### src/rtl/sound_sdr_arbiter.sv
// sound_sdr_arbiter
//   Shares the single SDRAM read port of the sound board between two clients
//   (client 0: GA20 sample cache, client 1: second sound ROM fetcher). One
//   transaction in flight at a time; the granted address is forwarded and the
//   returned data is steered to the granted client with a one-cycle ready pulse.
//   Single clock domain (clk_ram).
//
// Ports
//   clk_ram      SDRAM-side clock, rising edge
//   reset_n      asynchronous active-low reset
//   c0_req/c1_req    client request levels (address stable while high)
//   c0_addr/c1_addr  client addresses
//   c0_data/c1_data  registered read data, held until that client's next completion
//   c0_rdy/c1_rdy    one-cycle pulse, data valid
//   sdr_req      request to the SDRAM controller, held until sdr_rdy or timeout
//   sdr_addr     registered address, stable while sdr_req high
//   sdr_data     SDRAM read data, valid with sdr_rdy
//   sdr_rdy      one-cycle completion strobe from the controller
//   busy         high while a transaction is in WAIT or RECOVER
//   timeout_err  one-cycle pulse when a transaction is aborted by the timer
module sound_sdr_arbiter #(
  parameter int unsigned AW         = 25,
  parameter int unsigned DW         = 64,
  parameter int unsigned FIXED_PRIO = 0,
  parameter int unsigned TIMEOUT    = 1023
) (
  input  logic          clk_ram,
  input  logic          reset_n,
  input  logic          c0_req,
  input  logic [AW-1:0] c0_addr,
  output logic [DW-1:0] c0_data,
  output logic          c0_rdy,
  input  logic          c1_req,
  input  logic [AW-1:0] c1_addr,
  output logic [DW-1:0] c1_data,
  output logic          c1_rdy,
  output logic          sdr_req,
  output logic [AW-1:0] sdr_addr,
  input  logic [DW-1:0] sdr_data,
  input  logic          sdr_rdy,
  output logic          busy,
  output logic          timeout_err
);

  localparam int unsigned   TW     = (TIMEOUT == 0) ? 1 : $clog2(TIMEOUT + 1);
  localparam logic [TW-1:0] T_LAST = TW'(TIMEOUT - 1);

  typedef enum logic [1:0] {
    S_IDLE,
    S_WAIT,
    S_RECOVER
  } state_t;

  state_t        r_state;
  state_t        w_next;
  logic          w_start;
  logic          w_done;
  logic          w_tmo;
  logic          w_sel;
  logic          w_tmo_hit;
  logic [DW-1:0] w_rdata;

  logic          r_last;
  logic          r_grant;
  logic [TW-1:0] r_timer;
  logic          r_sdr_req;
  logic [AW-1:0] r_sdr_addr;
  logic [DW-1:0] r_c0_data;
  logic [DW-1:0] r_c1_data;
  logic          r_c0_rdy;
  logic          r_c1_rdy;
  logic          r_terr;

  assign w_tmo_hit = (TIMEOUT != 0) && (r_timer == T_LAST);
  assign w_rdata   = w_tmo ? '1 : sdr_data;

  // A lone requester wins outright; a tie goes to client 0 in fixed mode,
  // otherwise to the client not granted last time.
  always_comb begin
    w_sel = c1_req;
    if (c0_req && c1_req) begin
      w_sel = (FIXED_PRIO != 0) ? 1'b0 : ~r_last;
    end
  end

  always_ff @(posedge clk_ram or negedge reset_n) begin
    if (!reset_n) begin
      r_state <= S_IDLE;
    end else begin
      r_state <= w_next;
    end
  end

  // sdr_rdy wins over a coinciding timeout, so it is tested first.
  always_comb begin
    w_next  = r_state;
    w_start = 1'b0;
    w_done  = 1'b0;
    w_tmo   = 1'b0;
    case (r_state)
      S_IDLE: begin
        if (c0_req || c1_req) begin
          w_start = 1'b1;
          w_next  = S_WAIT;
        end
      end
      S_WAIT: begin
        if (sdr_rdy) begin
          w_done = 1'b1;
          w_next = S_RECOVER;
        end else if (w_tmo_hit) begin
          w_done = 1'b1;
          w_tmo  = 1'b1;
          w_next = S_RECOVER;
        end
      end
      S_RECOVER: w_next = S_IDLE;
      default:   w_next = S_IDLE;
    endcase
  end

  always_ff @(posedge clk_ram or negedge reset_n) begin
    if (!reset_n) begin
      r_last     <= 1'b1;
      r_grant    <= 1'b0;
      r_timer    <= '0;
      r_sdr_req  <= 1'b0;
      r_sdr_addr <= '0;
      r_c0_data  <= '0;
      r_c1_data  <= '0;
      r_c0_rdy   <= 1'b0;
      r_c1_rdy   <= 1'b0;
      r_terr     <= 1'b0;
    end else begin
      r_c0_rdy <= 1'b0;
      r_c1_rdy <= 1'b0;
      r_terr   <= 1'b0;
      if (w_start) begin
        r_sdr_req  <= 1'b1;
        r_sdr_addr <= w_sel ? c1_addr : c0_addr;
        r_grant    <= w_sel;
        r_last     <= w_sel;
        r_timer    <= '0;
      end
      // Saturating count of WAIT cycles without completion.
      if ((r_state == S_WAIT) && !sdr_rdy && (r_timer != '1)) begin
        r_timer <= r_timer + 1'b1;
      end
      if (w_done) begin
        r_sdr_req <= 1'b0;
        r_terr    <= w_tmo;
        if (r_grant) begin
          r_c1_data <= w_rdata;
          r_c1_rdy  <= 1'b1;
        end else begin
          r_c0_data <= w_rdata;
          r_c0_rdy  <= 1'b1;
        end
      end
    end
  end

  assign sdr_req     = r_sdr_req;
  assign sdr_addr    = r_sdr_addr;
  assign c0_data     = r_c0_data;
  assign c1_data     = r_c1_data;
  assign c0_rdy      = r_c0_rdy;
  assign c1_rdy      = r_c1_rdy;
  assign timeout_err = r_terr;
  assign busy        = (r_state != S_IDLE);

endmodule

### config.mk
export PLATFORM = sky130hd
export DESIGN_NAME = sound_sdr_arbiter
export DESIGN_NICKNAME = d
export VERILOG_FILES = /design/src/rtl/sound_sdr_arbiter.sv
export SDC_FILE = /design/constraint.sdc
export NUM_CORES = 1
export LEC_CHECK = 0
export CAP_MARGIN = 20
export CORE_UTILIZATION = 48
export DETAILED_ROUTE_END_ITERATION = 8
export GPL_TIMING_DRIVEN = 0
export PLACE_DENSITY = 0.84
export SLEW_MARGIN = 20
export SYNTH_ARGS = -nofsm -noshare
export SYNTH_HDL_FRONTEND = slang
export SYNTH_SLANG_ARGS = --single-unit
### constraint.sdc
create_clock -name clk_ram -period 5.6 [get_ports clk_ram]
set_clock_uncertainty 0.05 [all_clocks]
set_input_delay 0.56 -clock clk_ram [delete_from_list [all_inputs] [get_ports clk_ram]]
set_output_delay 0.56 -clock clk_ram [all_outputs]
set_load 0.05 [all_outputs]
==> metrics <==
status=finished clean; clk buf depth=2; DRT antenna net count=0; DRT iter0 DRCs=~190; area taken by multi-input logic gates=3037 sq um; Leak=approximately 4.6 nW; Seq. cell area=4280 sq um; ant diodes=0; M1 GR Usage=0.3104; Syn Nets=673; minimum clock period=2.651 ns; CP Capture Type=output pin; Total Power=between 0.008 and 0.009 W; met3 usage=0.08097; Layout Cells excl Fill=about 1100; Post-Synth XOR/XNOR Area=0.001153; Unique masters post-synth=35; Fmax achieved=377.2 MHz; Initial Util=0.4962; setup violators final=0; Max transition margin=0.4208; critical path fanouts, max=6; post-synthesis compound-gate area fraction=0.2628; # fillers=approximately 1000; DRC viols=0; most frequent cells in the layout=clkdlybuf4s50_1, dfrtp_1, a2bb2oi_2, nor2b_1, nand2_1; clock slew at reported path FFs=approximately 0.070 ns; total track usage=0.2691; Via density=between 5 and 6; most common cell after layout, fill and taps aside=clkdlybuf4s50_1; pre-CTS setup slack=approximately 2.9 ns; setup slack after layout=~3 ns; Slew @ Worst Pin=~0.87 ns; antenna violations before repair=0; Synth Area per Inst=approximately 14 sq um; gr busiest metal=met2; Max Slew Vio Count=0; chip width=between 100 and 150 um; Congestion Overflow GR=0; PwrDens=728.8 nW/um^2; Post-DP HPWL=about 16 mm; clock latency on the worst-skew pair=~0.43 ns; area leader, netlist=dfrtp_1; IO buf count=about 280; min-delay worst type=input pin to asynchronous set/reset pin; Yosys reg bits=171; CTS tree=done; WL/cell=around 20 um; Syn. warnings=0; CTS Root Cell=clkbuf_16; Syn Inst Count=between 500 and 600; P&R area growth vs syn=48.13%; vias in the first global route=~6200; Resized cells post-CTS=0; die height=127.8 um; multiplexer area fraction after synthesis=0.04084; layout cells sized above 1=0.1928; WP data required=4.99 ns; Max VDD drop=between 0.3 and 0.4 mV; largest family of logic cells by synthesized area=compound AO/OA/AOI/OAI gates; post-synth top area share=0.5599; routed vias=5788; Top-Level Pins=around 280; die area=around 16000 sq um; area of the mapped netlist=7599 sq um; GPL Wtd Cong=approximately 0.83; H-tree depth=4; Core Area=15310 sq um; Final Hold Viols=0; Synth Area in Adders=0.003293; Post-Synth Simple-Gate Area=0.09155; Nets=~970; # Max-Cap Violations=0; largest net degree at the start of global routing=91; met2 Use GR=0.4655; First-pass DRT Iterations=4; Setup Buffers After CTS=0; crit share post-route=0.4734; Cell Count Post-Placement=around 1000; Rows=45; Setup crit start kind=register; CTS Sinks=~170; cts hold-fix bufs=0; final WL=21.21 mm; RSZ-0062 raised after global routing=false; Seq/Total Area, Yosys=0.5633; Crit Path Class=register to output pin; Inserted Clock Buffers=17; first-pass GRT wire length=33.29 mm; synth top area cells=dfrtp_1, a2bb2oi_2, nor2b_1; CP arrival=between 2 and 2.5 ns
critical path, stage by stage (launching register included):
cell and delay, ns:
dfrtp_1 0.38, nor2_1 0.35, inv_1 0.16, clkdlybuf4s50_1 0.74
metal layers:
layer / part of all wire / vias up / wire length, um
met3: 0.073 / 42 / 1544
met4: 0.028 / 0 / 595
met2: 0.50 / 265 / 10570
met5: 0 / - / 0
met1: 0.40 / 2876 / 8495
li1: - / 2605 / -
sequential cells by signal (all words and copies together) (netlist names):
signal       count
r_state          2
r_grant          1
c1_data         64
r_timer         10
c1_rdy           1
sdr_req          1
c0_rdy           1
sdr_addr        25
r_last           1
c0_data         64
timeout_err      1
cell families (layout without fill, tap and decap cells):
kind of cell	after synthesis	count (layout)
simple gates	128	128
mux	31	31
fa+ha+maj	2	2
buf+inv	48	357
flops	171	171
compound gates	171	171
xor+xnor	1	1
synthesized netlist by cell type (all sizes together):
library cell	n
a21oi	3
a31o	1
a2bb2oi	128
nor2	10
inv	4
dfstp	1
o31ai	1
and4	1
a41oi	2
mux2i	31
dfrtp	170
nand2b	1
nor4	2
xor2	1
a21boi	1
nor2b	66
o21a	1
a211oi	1
or3b	1
buf	27
o21ai	30
ha	2
a31oi	1
a21o	1
clkbuf	17
nor3	2
and3	2
nand3	2
o211ai	1
nand4	5
nand2	36
where the power goes:
part	total, W	internal, W	switching (W)	leakage (nW)
registers	0.00223	0.00181	0.000420	1.95
logic	0.00478	0.00180	0.00298	2.31
clock network	0.00119	0.000679	0.000513	0.294
total	0.00820	0.00429	0.00391	4.56
area by class of cell:
type,count,share of cell area
Buffer,44,0.02368
Clock buffer,18,0.03902
Clock inverter,14,0.01412
Inverter,4,0.001334
Multi-Input combinational cell,333,0.2698
Sequential cell,171,0.3803
Tap cell,211,0.02345
Timing Repair Buffer,277,0.2483
worst paths after layout:
path,startpoint,end,slack [ns],cells after the start
min in group clk_ram,sdr_addr[15]$_DFFE_PN0P_,sdr_addr[15]$_DFFE_PN0P_,0.44,2
worst min-delay path,reset_n,c1_data[21]$_DFFE_PN0P_,0.08,1
worst min register to register,sdr_addr[15]$_DFFE_PN0P_,sdr_addr[15]$_DFFE_PN0P_,0.44,2
worst max register to register,r_state[1]$_DFFE_PN0P_,c0_data[50]$_DFFE_PN0P_,3.41,5
max in group asynchronous,reset_n,c1_data[62]$_DFFE_PN0P_,4.52,2
worst max-delay path,r_state[1]$_DFFE_PN0P_,busy,2.95,3
through the flow:
step	TNS, ns	cell area (sq um)	utilization	hold WS [ns]
2_1_floorplan	0	7599	-	0.2144
3_3_place_gp	-482.27	10630	0.6938	0.4128
3_5_place_dp	0	10660	0.6959	0.4252
4_1_cts	0	11260	0.7350	0.1107
5_1_grt	0	11260	0.7350	0.1478
6_report	0	11260	0.7350	0.07868
Power figures use the tool's default switching activity.
